--- src/rtl/dram_ctrl_if.sv ---
// Request/response handshake between the memory-side bus slave and dram_ctrl.
interface dram_ctrl_if;
  logic        req_valid;
  logic        req_ready;
  logic        req_write;
  logic [22:0] req_addr;
  logic [31:0] req_wdata;
  logic [3:0]  req_wstrb;
  logic        rsp_valid;
  logic [31:0] rsp_rdata;

  modport master (
    output req_valid, req_write, req_addr, req_wdata, req_wstrb,
    input  req_ready, rsp_valid, rsp_rdata
  );

  modport slave (
    input  req_valid, req_write, req_addr, req_wdata, req_wstrb,
    output req_ready, rsp_valid, rsp_rdata
  );
endinterface

--- src/rtl/dram_ctrl.sv ---
// Single-outstanding-request DRAM command sequencer (PRE/ACT/RD/WR on CSn/RASn/CASn/WEn/A).
// Define DRAM_OPEN_PAGE_EN for open-page policy; default build precharges after every access.
module dram_ctrl #(
  parameter int unsigned T_RP  = 5,
  parameter int unsigned T_RCD = 5,
  parameter int unsigned T_WR  = 5
) (
  input  logic        clk,
  input  logic        rst,
  dram_ctrl_if.slave  bus,
  output logic        DRAM_CSn,
  output logic        DRAM_RASn,
  output logic        DRAM_CASn,
  output logic [3:0]  DRAM_WEn,
  output logic [10:0] DRAM_A,
  output logic [31:0] DRAM_D,
  input  logic [31:0] DRAM_Q,
  input  logic        DRAM_valid
);

  localparam int unsigned ROW_W  = 11;
  localparam int unsigned COL_W  = 10;
  localparam int unsigned WADR_W = ROW_W + COL_W;
  localparam int unsigned DATA_W = 32;
  localparam int unsigned T_MAX0 = (T_RP > T_RCD) ? T_RP : T_RCD;
  localparam int unsigned T_MAX  = (T_MAX0 > T_WR) ? T_MAX0 : T_WR;
  localparam int unsigned CNT_W  = $clog2(T_MAX + 1);

  localparam logic [2:0] S_IDLE   = 3'd0;
  localparam logic [2:0] S_PRE    = 3'd1;
  localparam logic [2:0] S_ACT    = 3'd2;
  localparam logic [2:0] S_RD     = 3'd3;
  localparam logic [2:0] S_RDWAIT = 3'd4;
  localparam logic [2:0] S_WR     = 3'd5;
  localparam logic [2:0] S_RESP   = 3'd6;

  // Policy: where a finished column access goes, and where a precharge leads.
`ifdef DRAM_OPEN_PAGE_EN
  localparam logic [2:0] S_AFTER_COL = S_RESP;
  localparam logic [2:0] S_AFTER_PRE = S_ACT;
`else
  localparam logic [2:0] S_AFTER_COL = S_PRE;
  localparam logic [2:0] S_AFTER_PRE = S_RESP;
`endif

  logic [2:0]        state, state_nxt;
  logic [CNT_W-1:0]  cnt, cnt_nxt;
  logic              row_open, row_open_nxt;
  logic [ROW_W-1:0]  open_row, open_row_nxt;
  logic              lat_write, lat_write_nxt;
  logic [WADR_W-1:0] lat_addr, lat_addr_nxt;
  logic [DATA_W-1:0] lat_wdata, lat_wdata_nxt;
  logic [3:0]        lat_wstrb, lat_wstrb_nxt;
  logic              ready_reg, ready_nxt;
  logic              rsp_valid_reg, rsp_valid_nxt;
  logic [DATA_W-1:0] rsp_rdata_reg, rsp_rdata_nxt;
  logic              csn_nxt, rasn_nxt, casn_nxt;
  logic [3:0]        wen_nxt;
  logic [ROW_W-1:0]  a_nxt;
  logic [DATA_W-1:0] d_nxt;
  logic              unused_addr_lsb;

  assign unused_addr_lsb = ^bus.req_addr[1:0];
  assign bus.req_ready   = ready_reg;
  assign bus.rsp_valid   = rsp_valid_reg;
  assign bus.rsp_rdata   = rsp_rdata_reg;

  always_ff @(posedge clk or posedge rst) begin
    if (rst) begin
      state         <= S_IDLE;
      cnt           <= '0;
      row_open      <= 1'b0;
      open_row      <= '0;
      lat_write     <= 1'b0;
      lat_addr      <= '0;
      lat_wdata     <= '0;
      lat_wstrb     <= '0;
      ready_reg     <= 1'b1;
      rsp_valid_reg <= 1'b0;
      rsp_rdata_reg <= '0;
      DRAM_CSn      <= 1'b1;
      DRAM_RASn     <= 1'b1;
      DRAM_CASn     <= 1'b1;
      DRAM_WEn      <= 4'hF;
      DRAM_A        <= '0;
      DRAM_D        <= '0;
    end else begin
      state         <= state_nxt;
      cnt           <= cnt_nxt;
      row_open      <= row_open_nxt;
      open_row      <= open_row_nxt;
      lat_write     <= lat_write_nxt;
      lat_addr      <= lat_addr_nxt;
      lat_wdata     <= lat_wdata_nxt;
      lat_wstrb     <= lat_wstrb_nxt;
      ready_reg     <= ready_nxt;
      rsp_valid_reg <= rsp_valid_nxt;
      rsp_rdata_reg <= rsp_rdata_nxt;
      DRAM_CSn      <= csn_nxt;
      DRAM_RASn     <= rasn_nxt;
      DRAM_CASn     <= casn_nxt;
      DRAM_WEn      <= wen_nxt;
      DRAM_A        <= a_nxt;
      DRAM_D        <= d_nxt;
    end
  end

  // Next state, hold counter, and the pin image for the state being entered.
  always_comb begin
    state_nxt     = state;
    cnt_nxt       = cnt;
    row_open_nxt  = row_open;
    open_row_nxt  = open_row;
    lat_write_nxt = lat_write;
    lat_addr_nxt  = lat_addr;
    lat_wdata_nxt = lat_wdata;
    lat_wstrb_nxt = lat_wstrb;
    rsp_rdata_nxt = rsp_rdata_reg;
    csn_nxt       = 1'b1;
    rasn_nxt      = 1'b1;
    casn_nxt      = 1'b1;
    wen_nxt       = 4'hF;
    a_nxt         = DRAM_A;
    d_nxt         = DRAM_D;

    case (state)
      S_IDLE: begin
        if (bus.req_valid && ready_reg) begin
          lat_write_nxt = bus.req_write;
          lat_addr_nxt  = bus.req_addr[22:2];
          lat_wdata_nxt = bus.req_wdata;
          lat_wstrb_nxt = bus.req_wstrb;
          if (row_open && (open_row == bus.req_addr[22:12]))
            state_nxt = bus.req_write ? S_WR : S_RD;
          else if (row_open)
            state_nxt = S_PRE;
          else
            state_nxt = S_ACT;
        end
      end
      S_PRE: begin
        if (cnt == '0) begin
          row_open_nxt = 1'b0;
          state_nxt    = S_AFTER_PRE;
        end
      end
      S_ACT: begin
        if (cnt == '0) begin
          row_open_nxt = 1'b1;
          open_row_nxt = lat_addr[WADR_W-1:COL_W];
          state_nxt    = lat_write ? S_WR : S_RD;
        end
      end
      S_RD:     state_nxt = S_RDWAIT;
      S_RDWAIT: begin
        if (DRAM_valid) begin
          rsp_rdata_nxt = DRAM_Q;
          state_nxt     = S_AFTER_COL;
        end
      end
      S_WR: begin
        if (cnt == '0)
          state_nxt = S_AFTER_COL;
      end
      S_RESP:   state_nxt = S_IDLE;
      default:  state_nxt = S_IDLE;
    endcase

    // Hold counter reloads on entry to a timed state, then counts down to zero.
    if (state_nxt != state) begin
      case (state_nxt)
        S_PRE:   cnt_nxt = CNT_W'(T_RP - 1);
        S_ACT:   cnt_nxt = CNT_W'(T_RCD - 1);
        S_WR:    cnt_nxt = CNT_W'(T_WR - 1);
        default: cnt_nxt = '0;
      endcase
    end else if (cnt != '0) begin
      cnt_nxt = cnt - CNT_W'(1);
    end

    ready_nxt     = (state_nxt == S_IDLE);
    rsp_valid_nxt = (state_nxt == S_RESP);

    case (state_nxt)
      S_PRE: begin
        csn_nxt  = 1'b0;
        rasn_nxt = 1'b0;
        wen_nxt  = 4'h0;
      end
      S_ACT: begin
        csn_nxt  = 1'b0;
        rasn_nxt = 1'b0;
        a_nxt    = lat_addr_nxt[WADR_W-1:COL_W];
      end
      S_RD: begin
        csn_nxt  = 1'b0;
        casn_nxt = 1'b0;
        a_nxt    = {1'b0, lat_addr_nxt[COL_W-1:0]};
      end
      S_WR: begin
        csn_nxt  = 1'b0;
        casn_nxt = 1'b0;
        wen_nxt  = ~lat_wstrb_nxt;
        a_nxt    = {1'b0, lat_addr_nxt[COL_W-1:0]};
        d_nxt    = lat_wdata_nxt;
      end
      default: ;
    endcase
  end

endmodule

--- src/flat_wrapper.sv ---
// flat-port wrapper written by rule: the top's interface ports become plain ports
module dram_ctrl_flat 
#(
  parameter int unsigned T_RP  = 5,
  parameter int unsigned T_RCD = 5,
  parameter int unsigned T_WR  = 5
)
  (clk, rst, DRAM_CSn, DRAM_RASn, DRAM_CASn, DRAM_WEn, DRAM_A, DRAM_D, DRAM_Q, DRAM_valid, bus_req_valid, bus_req_write, bus_req_addr, bus_req_wdata, bus_req_wstrb, bus_req_ready, bus_rsp_valid, bus_rsp_rdata);
  dram_ctrl_if bus_i ();
  input  logic clk;
  input  logic rst;
  output logic DRAM_CSn;
  output logic DRAM_RASn;
  output logic DRAM_CASn;
  output logic [3:0] DRAM_WEn;
  output logic [10:0] DRAM_A;
  output logic [31:0] DRAM_D;
  input  logic [31:0] DRAM_Q;
  input  logic DRAM_valid;
  input wire logic [$bits(bus_i.req_valid)-1:0] bus_req_valid;
  input wire logic [$bits(bus_i.req_write)-1:0] bus_req_write;
  input wire logic [$bits(bus_i.req_addr)-1:0] bus_req_addr;
  input wire logic [$bits(bus_i.req_wdata)-1:0] bus_req_wdata;
  input wire logic [$bits(bus_i.req_wstrb)-1:0] bus_req_wstrb;
  output wire logic [$bits(bus_i.req_ready)-1:0] bus_req_ready;
  output wire logic [$bits(bus_i.rsp_valid)-1:0] bus_rsp_valid;
  output wire logic [$bits(bus_i.rsp_rdata)-1:0] bus_rsp_rdata;
  assign bus_i.req_valid = bus_req_valid;
  assign bus_i.req_write = bus_req_write;
  assign bus_i.req_addr = bus_req_addr;
  assign bus_i.req_wdata = bus_req_wdata;
  assign bus_i.req_wstrb = bus_req_wstrb;
  assign bus_req_ready = bus_i.req_ready;
  assign bus_rsp_valid = bus_i.rsp_valid;
  assign bus_rsp_rdata = bus_i.rsp_rdata;
  dram_ctrl #(.T_RP(T_RP), .T_RCD(T_RCD), .T_WR(T_WR)) u_core (.clk(clk), .rst(rst), .bus(bus_i), .DRAM_CSn(DRAM_CSn), .DRAM_RASn(DRAM_RASn), .DRAM_CASn(DRAM_CASn), .DRAM_WEn(DRAM_WEn), .DRAM_A(DRAM_A), .DRAM_D(DRAM_D), .DRAM_Q(DRAM_Q), .DRAM_valid(DRAM_valid));
endmodule
--- config.mk ---
export PLATFORM = sky130hd
export DESIGN_NAME = dram_ctrl_flat
export DESIGN_NICKNAME = d
export VERILOG_FILES = /design/src/rtl/dram_ctrl_if.sv /design/src/rtl/dram_ctrl.sv /design/src/flat_wrapper.sv
export SDC_FILE = /design/constraint.sdc
export NUM_CORES = 1
export LEC_CHECK = 0
export BUFFER_PORTS_ARGS = -buffer_cell sky130_fd_sc_hd__buf_2
export CORE_MARGIN = 2
export CORE_UTILIZATION = 38
export DETAILED_ROUTE_END_ITERATION = 10
export PLACE_DENSITY = 0.71
export REMOVE_ABC_BUFFERS = 1
export SLEW_MARGIN = 20
export SYNTH_ARGS = -nofsm -noshare
export SYNTH_HDL_FRONTEND = slang
export SYNTH_SLANG_ARGS = --single-unit
--- constraint.sdc ---
create_clock -name clk -period 6.35 [get_ports clk]
set_input_delay 0.635 -clock clk [delete_from_list [all_inputs] [get_ports clk]]
set_output_delay 0.635 -clock clk [all_outputs]
set_load 0.01 [all_outputs]
==> results.py, run 1 <==
metrics = {
    "status": {
        "outcome": "finished clean",
    },
    "grt": {
        "grt_pass1_vias": 4615,
        "antenna_found_initial": 2,
        "overflow": 0,
        "grt_max_degree": 95,
        "grt_pass1_wl_mm": 23.6,
        "grtUsageTotal": 0.166,
    },
    "final_layout": {
        "nets": 845,
        "fillers": 1586,
        "instances_no_fill": 980,
        "fin_area_um2": 8220,
        "layout-drive-gt1-share": 0.392,
        "n_antenna_cell": 0,
        "area_growth_pct": 25.9,
    },
    "floorplanning": {
        "die_y_um": 135,
        "start_util": 0.391,
        "ios": 180,
        "num_rows": 47,
        "fp.coreArea_um2": 16700,
        "die_w_um": 135,
        "dieArea_um2": 18200,
    },
    "clock_network": {
        "clock-sinks": 160,
        "cts_root_buf": "clkbuf_16",
        "cts_setup_buffers": 0,
        "cts_max_level": 4,
        "holdBufCountCts": 0,
        "path_clk_slew_ns": 0.06,
        "cts_tree": "yes",
        "cts.repair.resized": 0,
        "cts_buffers": 17,
        "clk_latency_ns": 0.41,
        "clock_path_buffers": 2,
    },
    "drt": {
        "drt-initial-drc-count": 258,
        "wire_per_inst_um": 14.8,
        "postRouteAntennaNets": 0,
        "routed_wl_mm": 14.5,
        "drc": 0,
        "vias": 4558,
        "first_pass_iters": 4,
        "viasPerCell": 4.65,
    },
    "setup_path": {
        "cp_max_fo": 61,
        "r2r_cells": 7,
        "path_class": "reg2reg",
        "setup.worst_path.end_class": "register",
        "crit_path_start_kind": "register",
        "arrival_ns": 3.35,
        "required_ns": 6.68,
    },
    "job": {
        "cap_violations": 0,
    },
    "place": {
        "postPlaceCellArea_um2": 7620,
        "io_buffer_count": 177,
        "dpl.cell_count": 948,
        "place_congestion": 0.765,
        "dpl.hpwl_mm": 9.53,
    },
    "timing": {
        "skew_ns": 0.00938,
        "slew_violations": 0,
        "final-hold-violation-count": 0,
        "max_freq_mhz": 332,
        "slew_headroom": 0.357,
        "finalCritPeriodShare": 0.475,
        "min_period_ns": 3.02,
        "setup_tns_ns": 0,
        "rsz0062_at_grt": "false",
        "whs_ns": 0.381,
        "worst_pin_slew_ns": 0.961,
        "setup_violations": 0,
    },
    "pwr": {
        "power.total_mw": 4.49,
        "vdd_ir_drop_max_uv": 234,
        "power_leakage_nw": 4.19,
        "power_density_nw_per_um2": 547,
    },
    "synthesis": {
        "synth_area_um2": 6530,
        "ys_ff_latch": 160,
        "synth_adder_area_share": 0.00383,
        "synth_compound_area_frac": 0.0381,
        "synthSimpleGateAreaFrac": 0.156,
        "synth_edf_count": 0,
        "synth_cell_types": 37,
        "synth_top_family_by_area": "simple AND/OR/NAND/NOR gates",
        "netlist.area_leader.share": 0.582,
        "syn_inst": 573,
        "synth_async_sr_flop_share": 1.00,
        "syn_avg_cell_area_um2": 11.4,
        "synthTopCellsByArea": "dfrtp_1 (58%), nand2_1 (12%), mux2_4 (7.1%)",
        "yosys.area.top_type": "dfrtp_1",
        "synthMuxAreaShare": 0.145,
        "ys_warn_count": 0,
        "synth_xor_area_frac": 0.0161,
        "synth-seq-area-share": 0.615,
        "synth_ff_type": "dfrtp_1",
    },
    "worst_hold_path": {
        "hp-class": "in2async",
    },
}
==> worst max-delay path: stages (launching register included) <==
cell and delay (ns):
dfrtp_1 0.61, nor2_4 0.09, nand3_2 0.08, buf_4 0.56, o221a_2 0.40, nand3b_1 0.48, and2_1 0.50, o21ai_0 0.21
==> layout make-up <==
class	instances	area [µm²]	share of cell area
clock inverters	9	131	0.0160
repair buffers	183	931	0.113
inverters	8	35.0	0.00426
multi-input cells	377	2360	0.288
flip-flops and latches	160	4010	0.488
clock buffers	23	468	0.0569
well taps	220	275	0.0335
==> final timing paths <==
check                                              startpoint                              to  slack [ns]
worst max-delay path                u_core.state[1]$_DFF_PP0_    u_core.DRAM_A[7]$_DFFE_PP0P_        3.33
worst min-delay path                                      rst    u_core.DRAM_D[8]$_DFFE_PP0N_        0.38
worst max register to register      u_core.state[1]$_DFF_PP0_    u_core.DRAM_A[7]$_DFFE_PP0P_        3.33
worst min register to register  u_core.lat_addr[15]$_DFF_PP0_  u_core.open_row[5]$_DFFE_PP0P_        0.46
max in group asynchronous                                 rst  u_core.bus.rsp_valid$_DFF_PP0_        4.56
min in group clk                            bus_req_wdata[22]  u_core.lat_wdata[22]$_DFF_PP0_        0.44
==> report_power, final <==
| part | internal, mW | switching (mW) |
|---|---|---|
| clock network | 0.640 | 0.401 |
| registers | 1.52 | 0.223 |
| logic | 0.822 | 0.889 |
| total | 2.98 | 1.51 |
==> placed cells by master (no fill, tap or decap), drive strengths merged, types with 6 or more instances in the layout <==
cell type	n
dfrtp	152
dfstp	8
xnor2	12
buf	183
nand2	214
nand3	14
o21ai	17
inv	9
mux2i	10
clkbuf	23
nor2	6
mux2	65
==> per-stage QoR <==
step | setup slack [ns] | util
final | 3.33 | 0.492
after global routing | 2.98 | 0.492
after CTS | 3.29 | 0.492
after detailed placement | 3.24 | 0.456
after global placement | 3.28 | 0.456
after floorplan | 1.41 | -
==> layer usage <==
layer  vias to the layer above  GRT usage  share of wire
li1                       2227          -              -
met2                       107      0.261           0.48
met3                        17     0.0574          0.056
met4                         4     0.0532          0.015
met5                         -          0         0.0019
met1                      2203      0.217           0.45
==> cells in the mapped netlist (all sizes together) (4+ instances only) <==
library cell / instances
xnor2: 12
a31o: 4
o21ai: 17
inv: 8
nand2: 214
clkbuf: 22
dfstp: 8
nor2: 6
mux2: 65
buf: 6
mux2i: 10
nand3: 14
a21oi: 5
dfrtp: 152
==> logic make-up after synthesis <==
family / Yosys count
simple gates: 251
flops: 160
buf+inv: 36
fa+ha+maj: 2
compound gates: 37
mux: 75
xor+xnor: 12
Note: power is estimated with default switching activity, not from simulation.
==> run 2: changes to the inputs <==
- PLACE_DENSITY: 0.71 -> 0.73
- clock period: 6.35 -> 2.72 ns (I/O delays scaled with it)
==> results.py, run 2 (same netlist as run 1, synthesis figures left out) <==
metrics = {
    "status": {
        "outcome": "finished clean",
    },
    "final_layout": {
        "nets": 859,
        "final_core_util": 0.502,
        "fin_area_um2": 8390,
        "final_common_cell": "nand2_1",
        "area_growth_pct": 28.5,
        "n_antenna_cell": 0,
        "layout-drive-gt1-share": 0.407,
        "final_cell_mix": "nand2_1 (214), buf_2 (177), dfrtp_1 (152)",
    },
    "timing": {
        "max_freq_mhz": 386,
        "setup_violations": 0,
        "setup_tns_ns": 0,
        "skew_ns": 0.00825,
        "slew_violations": 0,
        "slew_headroom": 0.565,
        "min_period_ns": 2.59,
        "whs_ns": 0.0660,
        "rsz0062_at_grt": "false",
        "final-hold-violation-count": 0,
        "worst_pin_slew_ns": 0.652,
        "finalCritPeriodShare": 0.951,
    },
    "setup_path": {
        "worst-path-buf-inv": 1,
        "crit_cells": 7,
        "setup.worst_path.end_class": "register",
        "critPathMostFrequentCell": "mux2_4",
        "regToRegStartpoint": "u_core.bus.req_ready$_DFF_PP1_",
        "cp_slowest_stage_delay_ns": 0.60,
        "cp_top_family": "simple AND/OR/NAND/NOR gates",
        "required_ns": 3.02,
        "crit_start": "u_core.bus.req_ready$_DFF_PP1_",
        "path_class": "reg2reg",
        "crit_path_end": "u_core.DRAM_D[18]$_DFFE_PP0N_",
        "crit_path_start_kind": "register",
        "path_cells": "nor2b_4, nand4_1, or4_4, mux2_4, o211a_4, buf_12, mux2_4",
        "cpMaxStageDelayCell": "or4_4",
        "r2r-end": "u_core.DRAM_D[18]$_DFFE_PP0N_",
        "cp_max_fo": 17,
        "ff2ff_setup_slack_ns": 0.13,
        "arrival_ns": 2.88,
        "r2r_cells": 7,
    },
    "floorplanning": {
        "ios": 180,
        "fp.coreArea_um2": 16700,
        "die_y_um": 135,
        "dieArea_um2": 18200,
        "start_util": 0.391,
        "die_w_um": 135,
        "num_rows": 47,
    },
    "drt": {
        "postRouteAntennaNets": 0,
        "first_pass_iters": 4,
        "viasPerCell": 4.73,
        "drt-initial-drc-count": 147,
        "routed_wl_mm": 14.6,
        "vias": 4699,
        "wire_per_inst_um": 14.7,
        "drc": 0,
    },
    "place": {
        "dpl.hpwl_mm": 10.1,
        "postPlaceCellArea_um2": 7770,
        "io_buffer_count": 177,
        "place_congestion": 0.798,
    },
    "pwr": {
        "vdd_ir_drop_max_uv": 624,
        "power.total_mw": 10.7,
        "power_density_nw_per_um2": 1270,
        "power_leakage_nw": 4.28,
    },
    "clock_network": {
        "holdBufCountCts": 1,
        "clock-sinks": 160,
        "cts_max_level": 4,
        "cts_buffers": 17,
        "clk_latency_ns": 0.42,
        "cts_setup_buffers": 0,
        "cts_tree": "yes",
        "path_clk_slew_ns": 0.06,
        "cts.repair.resized": 0,
        "cts_root_buf": "clkbuf_16",
        "clock_path_buffers": 2,
    },
    "grt": {
        "antenna_found_initial": 2,
        "grt_pass1_vias": 4676,
        "grtUsageTotal": 0.163,
        "grt_max_degree": 72,
        "grt_pass1_wl_mm": 23.2,
        "overflow": 0,
    },
    "job": {
        "cap_violations": 0,
    },
    "worst_hold_path": {
        "hp-class": "in2reg",
    },
}
## run 2: changes by cell type in the layout (fill, tap and decap cells not counted), sizes merged
| cell | before | now |
|---|---|---|
| clkbuf | 23 | 19 |
| clkinv | 2 | 5 |
| dlygate4sd3 | 0 | 1 |
| clkinvlp | 3 | 4 |
| buf | 183 | 196 |
## run 2: layout make-up
cell class	count	area, µm²
clock inverters	13	161
inverters	8	35.0
multi-input cells	377	2360
well taps	220	275
fillers	1526	8310
repair buffers	197	1090
flip-flops and latches	160	4010
clock buffers	19	453
## run 2: how the worst min path moves through the flow
| stage | start | end | cells after the start |
|---|---|---|---|
| 3_5_place_dp | rst | u_core.DRAM_D[28]$_DFFE_PP0N_ | 2 |
| 2_1_floorplan | bus_req_write | u_core.lat_write$_DFFE_PP0P_ | 2 |
| 4_1_cts | bus_req_wdata[21] | u_core.lat_wdata[21]$_DFF_PP0_ | 3 |
| 6_report | bus_req_wdata[21] | u_core.lat_wdata[21]$_DFF_PP0_ | 3 |
| 5_1_grt | bus_req_wdata[4] | u_core.lat_wdata[4]$_DFF_PP0_ | 3 |
| 3_3_place_gp | rst | u_core.DRAM_D[28]$_DFFE_PP0N_ | 2 |
## run 2: tightest hold or removal path, delay by kind of cell
family	cells	cell delay, ns
buffers and inverters	1	0.07
AND/OR/NAND/NOR	2	0.10
## run 2: per-stage QoR
stage	setup slack [ns]	cells
after floorplan	-1.86	545
after global placement	0.196	961
after detailed placement	0.141	961
after global routing	0.000622	994
final	0.133	994
after CTS	0.124	994
## run 2: layer usage
metal | global-route usage | share of wire
met1 | 0.206 | 0.43
met2 | 0.263 | 0.50
met3 | 0.0556 | 0.054
met4 | 0.0527 | 0.016
met5 | 0 | 0.0016
## run 2: power breakdown
group | switching (mW) | internal, mW | leakage (nW)
Combinational | 2.12 | 2.07 | 2.01
Clock | 0.957 | 1.49 | 0.291
Sequential | 0.505 | 3.55 | 1.98
Total | 3.58 | 7.12 | 4.28
==> run 3: changes to the inputs <==
- CTS_BUF_LIST: unset -> sky130_fd_sc_hd__clkbuf_4 sky130_fd_sc_hd__clkbuf_8
==> results.py, run 3 (same netlist as run 1, synthesis figures left out) <==
metrics = {
    "timing": {
        "rsz0062_at_grt": "false",
        "finalCritPeriodShare": 0.951,
        "worst_pin_slew_ns": 0.653,
        "slew_violations": 0,
        "min_period_ns": 2.59,
        "final-hold-violation-count": 0,
        "slew_headroom": 0.565,
        "setup_violations": 0,
        "max_freq_mhz": 387,
        "skew_ns": 0.0102,
        "whs_ns": 0.0424,
    },
    "grt": {
        "grtUsageTotal": 0.161,
        "overflow": 0,
        "grt_pass1_vias": 4655,
        "grt_pass1_wl_mm": 23.1,
        "grt_max_degree": 72,
        "antenna_found_initial": 2,
    },
    "floorplanning": {
        "start_util": 0.391,
        "num_rows": 47,
        "die_y_um": 135,
        "fp.coreArea_um2": 16700,
        "dieArea_um2": 18200,
        "die_w_um": 135,
        "ios": 180,
    },
    "final_layout": {
        "layout-drive-gt1-share": 0.408,
        "fillers": 1542,
        "area_growth_pct": 25.7,
        "multi_input_area_um2": 2370,
        "final_core_util": 0.491,
        "final_common_cell": "nand2_1",
        "n_antenna_cell": 0,
        "regArea_um2": 4010,
        "instances_no_fill": 994,
        "nets": 859,
        "final_cell_mix": "nand2_1 (214), buf_2 (177), dfrtp_1 (152)",
    },
    "clock_network": {
        "cts_buffers": 17,
        "clock_path_buffers": 2,
        "cts_root_buf": "clkbuf_8",
        "cts_max_level": 4,
        "clock-sinks": 160,
        "cts_tree": "yes",
        "path_clk_slew_ns": 0.08,
        "clk_latency_ns": 0.44,
    },
    "pwr": {
        "pwr-share-clk": 0.182,
        "power_density_nw_per_um2": 1230,
        "power.total_mw": 10.1,
        "pwr-share-comb": 0.416,
        "seqPwrFrac": 0.401,
        "switching_share": 0.348,
        "vdd_ir_drop_max_uv": 651,
        "power_leakage_nw": 4.20,
        "power.switching_mw": 3.51,
        "p_int_mw": 6.58,
    },
    "setup_path": {
        "cp_top_family": "simple AND/OR/NAND/NOR gates",
        "path_cells": "nor2b_4, nand4_1, or4_4, mux2_4, o211a_4, buf_12, mux2_4",
        "required_ns": 3.04,
        "setup.worst_path.end_class": "register",
        "critPathMostFrequentCell": "mux2_4",
        "cpMaxStageDelayCell": "or4_4",
        "path_class": "reg2reg",
        "cp_max_fo": 17,
        "crit_path_start_kind": "register",
        "cp_slowest_stage_delay_ns": 0.60,
        "worst-path-buf-inv": 1,
        "arrival_ns": 2.91,
    },
    "place": {
        "dpl.hpwl_mm": 10.1,
        "place_congestion": 0.798,
        "io_buffer_count": 177,
        "dpl.cell_count": 961,
    },
    "status": {
        "outcome": "finished clean",
    },
    "drt": {
        "postRouteAntennaNets": 0,
        "wire_per_inst_um": 14.6,
        "routed_wl_mm": 14.5,
        "drc": 0,
        "drt-initial-drc-count": 163,
        "viasPerCell": 4.69,
        "vias": 4666,
        "first_pass_iters": 4,
    },
    "job": {
        "cap_violations": 0,
    },
    "worst_hold_path": {
        "hp-class": "in2reg",
    },
}
run 3: final timing paths:
check / slack (ns) / end / startpoint / cells past startpoint
setup reg to reg: 0.13 / u_core.DRAM_D[18]$_DFFE_PP0N_ / u_core.bus.req_ready$_DFF_PP1_ / 7
hold reg to reg: 0.47 / u_core.open_row[9]$_DFFE_PP0P_ / u_core.lat_addr[19]$_DFF_PP0_ / 2
hold / removal: 0.04 / u_core.lat_wdata[21]$_DFF_PP0_ / bus_req_wdata[21] / 3
min in group asynchronous: 0.37 / u_core.DRAM_D[28]$_DFFE_PP0N_ / rst / 3
max in group asynchronous: 1.55 / u_core.bus.rsp_rdata[31]$_DFFE_PP0P_ / rst / 4
setup / recovery: 0.13 / u_core.DRAM_D[18]$_DFFE_PP0N_ / u_core.bus.req_ready$_DFF_PP1_ / 7
run 3: power by group through the flow:
stage	Sequential (mW)	Clock (mW)	Combinational, mW
3_5_place_dp	4.08	0	4.26
5_1_grt	4.17	2.01	4.59
3_3_place_gp	4.05	0	4.14
2_1_floorplan	4.33	0	2.46
6_report	4.05	1.84	4.20
4_1_cts	4.06	1.89	4.25
run 3: area by class of cell:
type / count / area share
tap: 220 / 0.0335
timing repair buffer: 197 / 0.133
multi-input combinational: 377 / 0.289
sequential: 160 / 0.489
clock buffer: 19 / 0.0319
inverter: 8 / 0.00427
clock inverter: 13 / 0.0197
run 3: timing repair:
| item | in CTS | in global routing |
|---|---|---|
| hold endpoints to repair | 41 | 0 |
| buffers inserted | 0 | 0 |
| hold buffers | 1 | 0 |
| setup endpoints to repair | 0 | 1 |
| gates resized for setup | 0 | 1 |
run 3: routing by layer:
| metal | up-vias | track usage | wire length, µm | part of all wire |
|---|---|---|---|---|
| li1 | 2255 | - | - | - |
| met1 | 2289 | 0.202 | 6290 | 0.43 |
| met2 | 102 | 0.266 | 7280 | 0.50 |
| met3 | 16 | 0.0507 | 694 | 0.048 |
| met4 | 4 | 0.0515 | 200 | 0.014 |
| met5 | - | 0 | 23 | 0.0016 |
run 3: per-stage QoR:
stage	TNS [ns]	setup WS [ns]	instance area, µm²
after floorplan	-341.37	-1.86	6390
after global placement	0	0.196	7770
after detailed placement	0	0.141	7770
after CTS	0	0.122	8200
after global routing	0	0.0732	8210
final	0	0.133	8210
run 3: worst register-to-register path: cells and delay by family, from the launching register on:
kind            cells  cell delay [ns]
compound gates      1             0.18
buf+inv             1             0.17
flops               1             0.54
mux                 2             0.70
simple gates        3             0.90
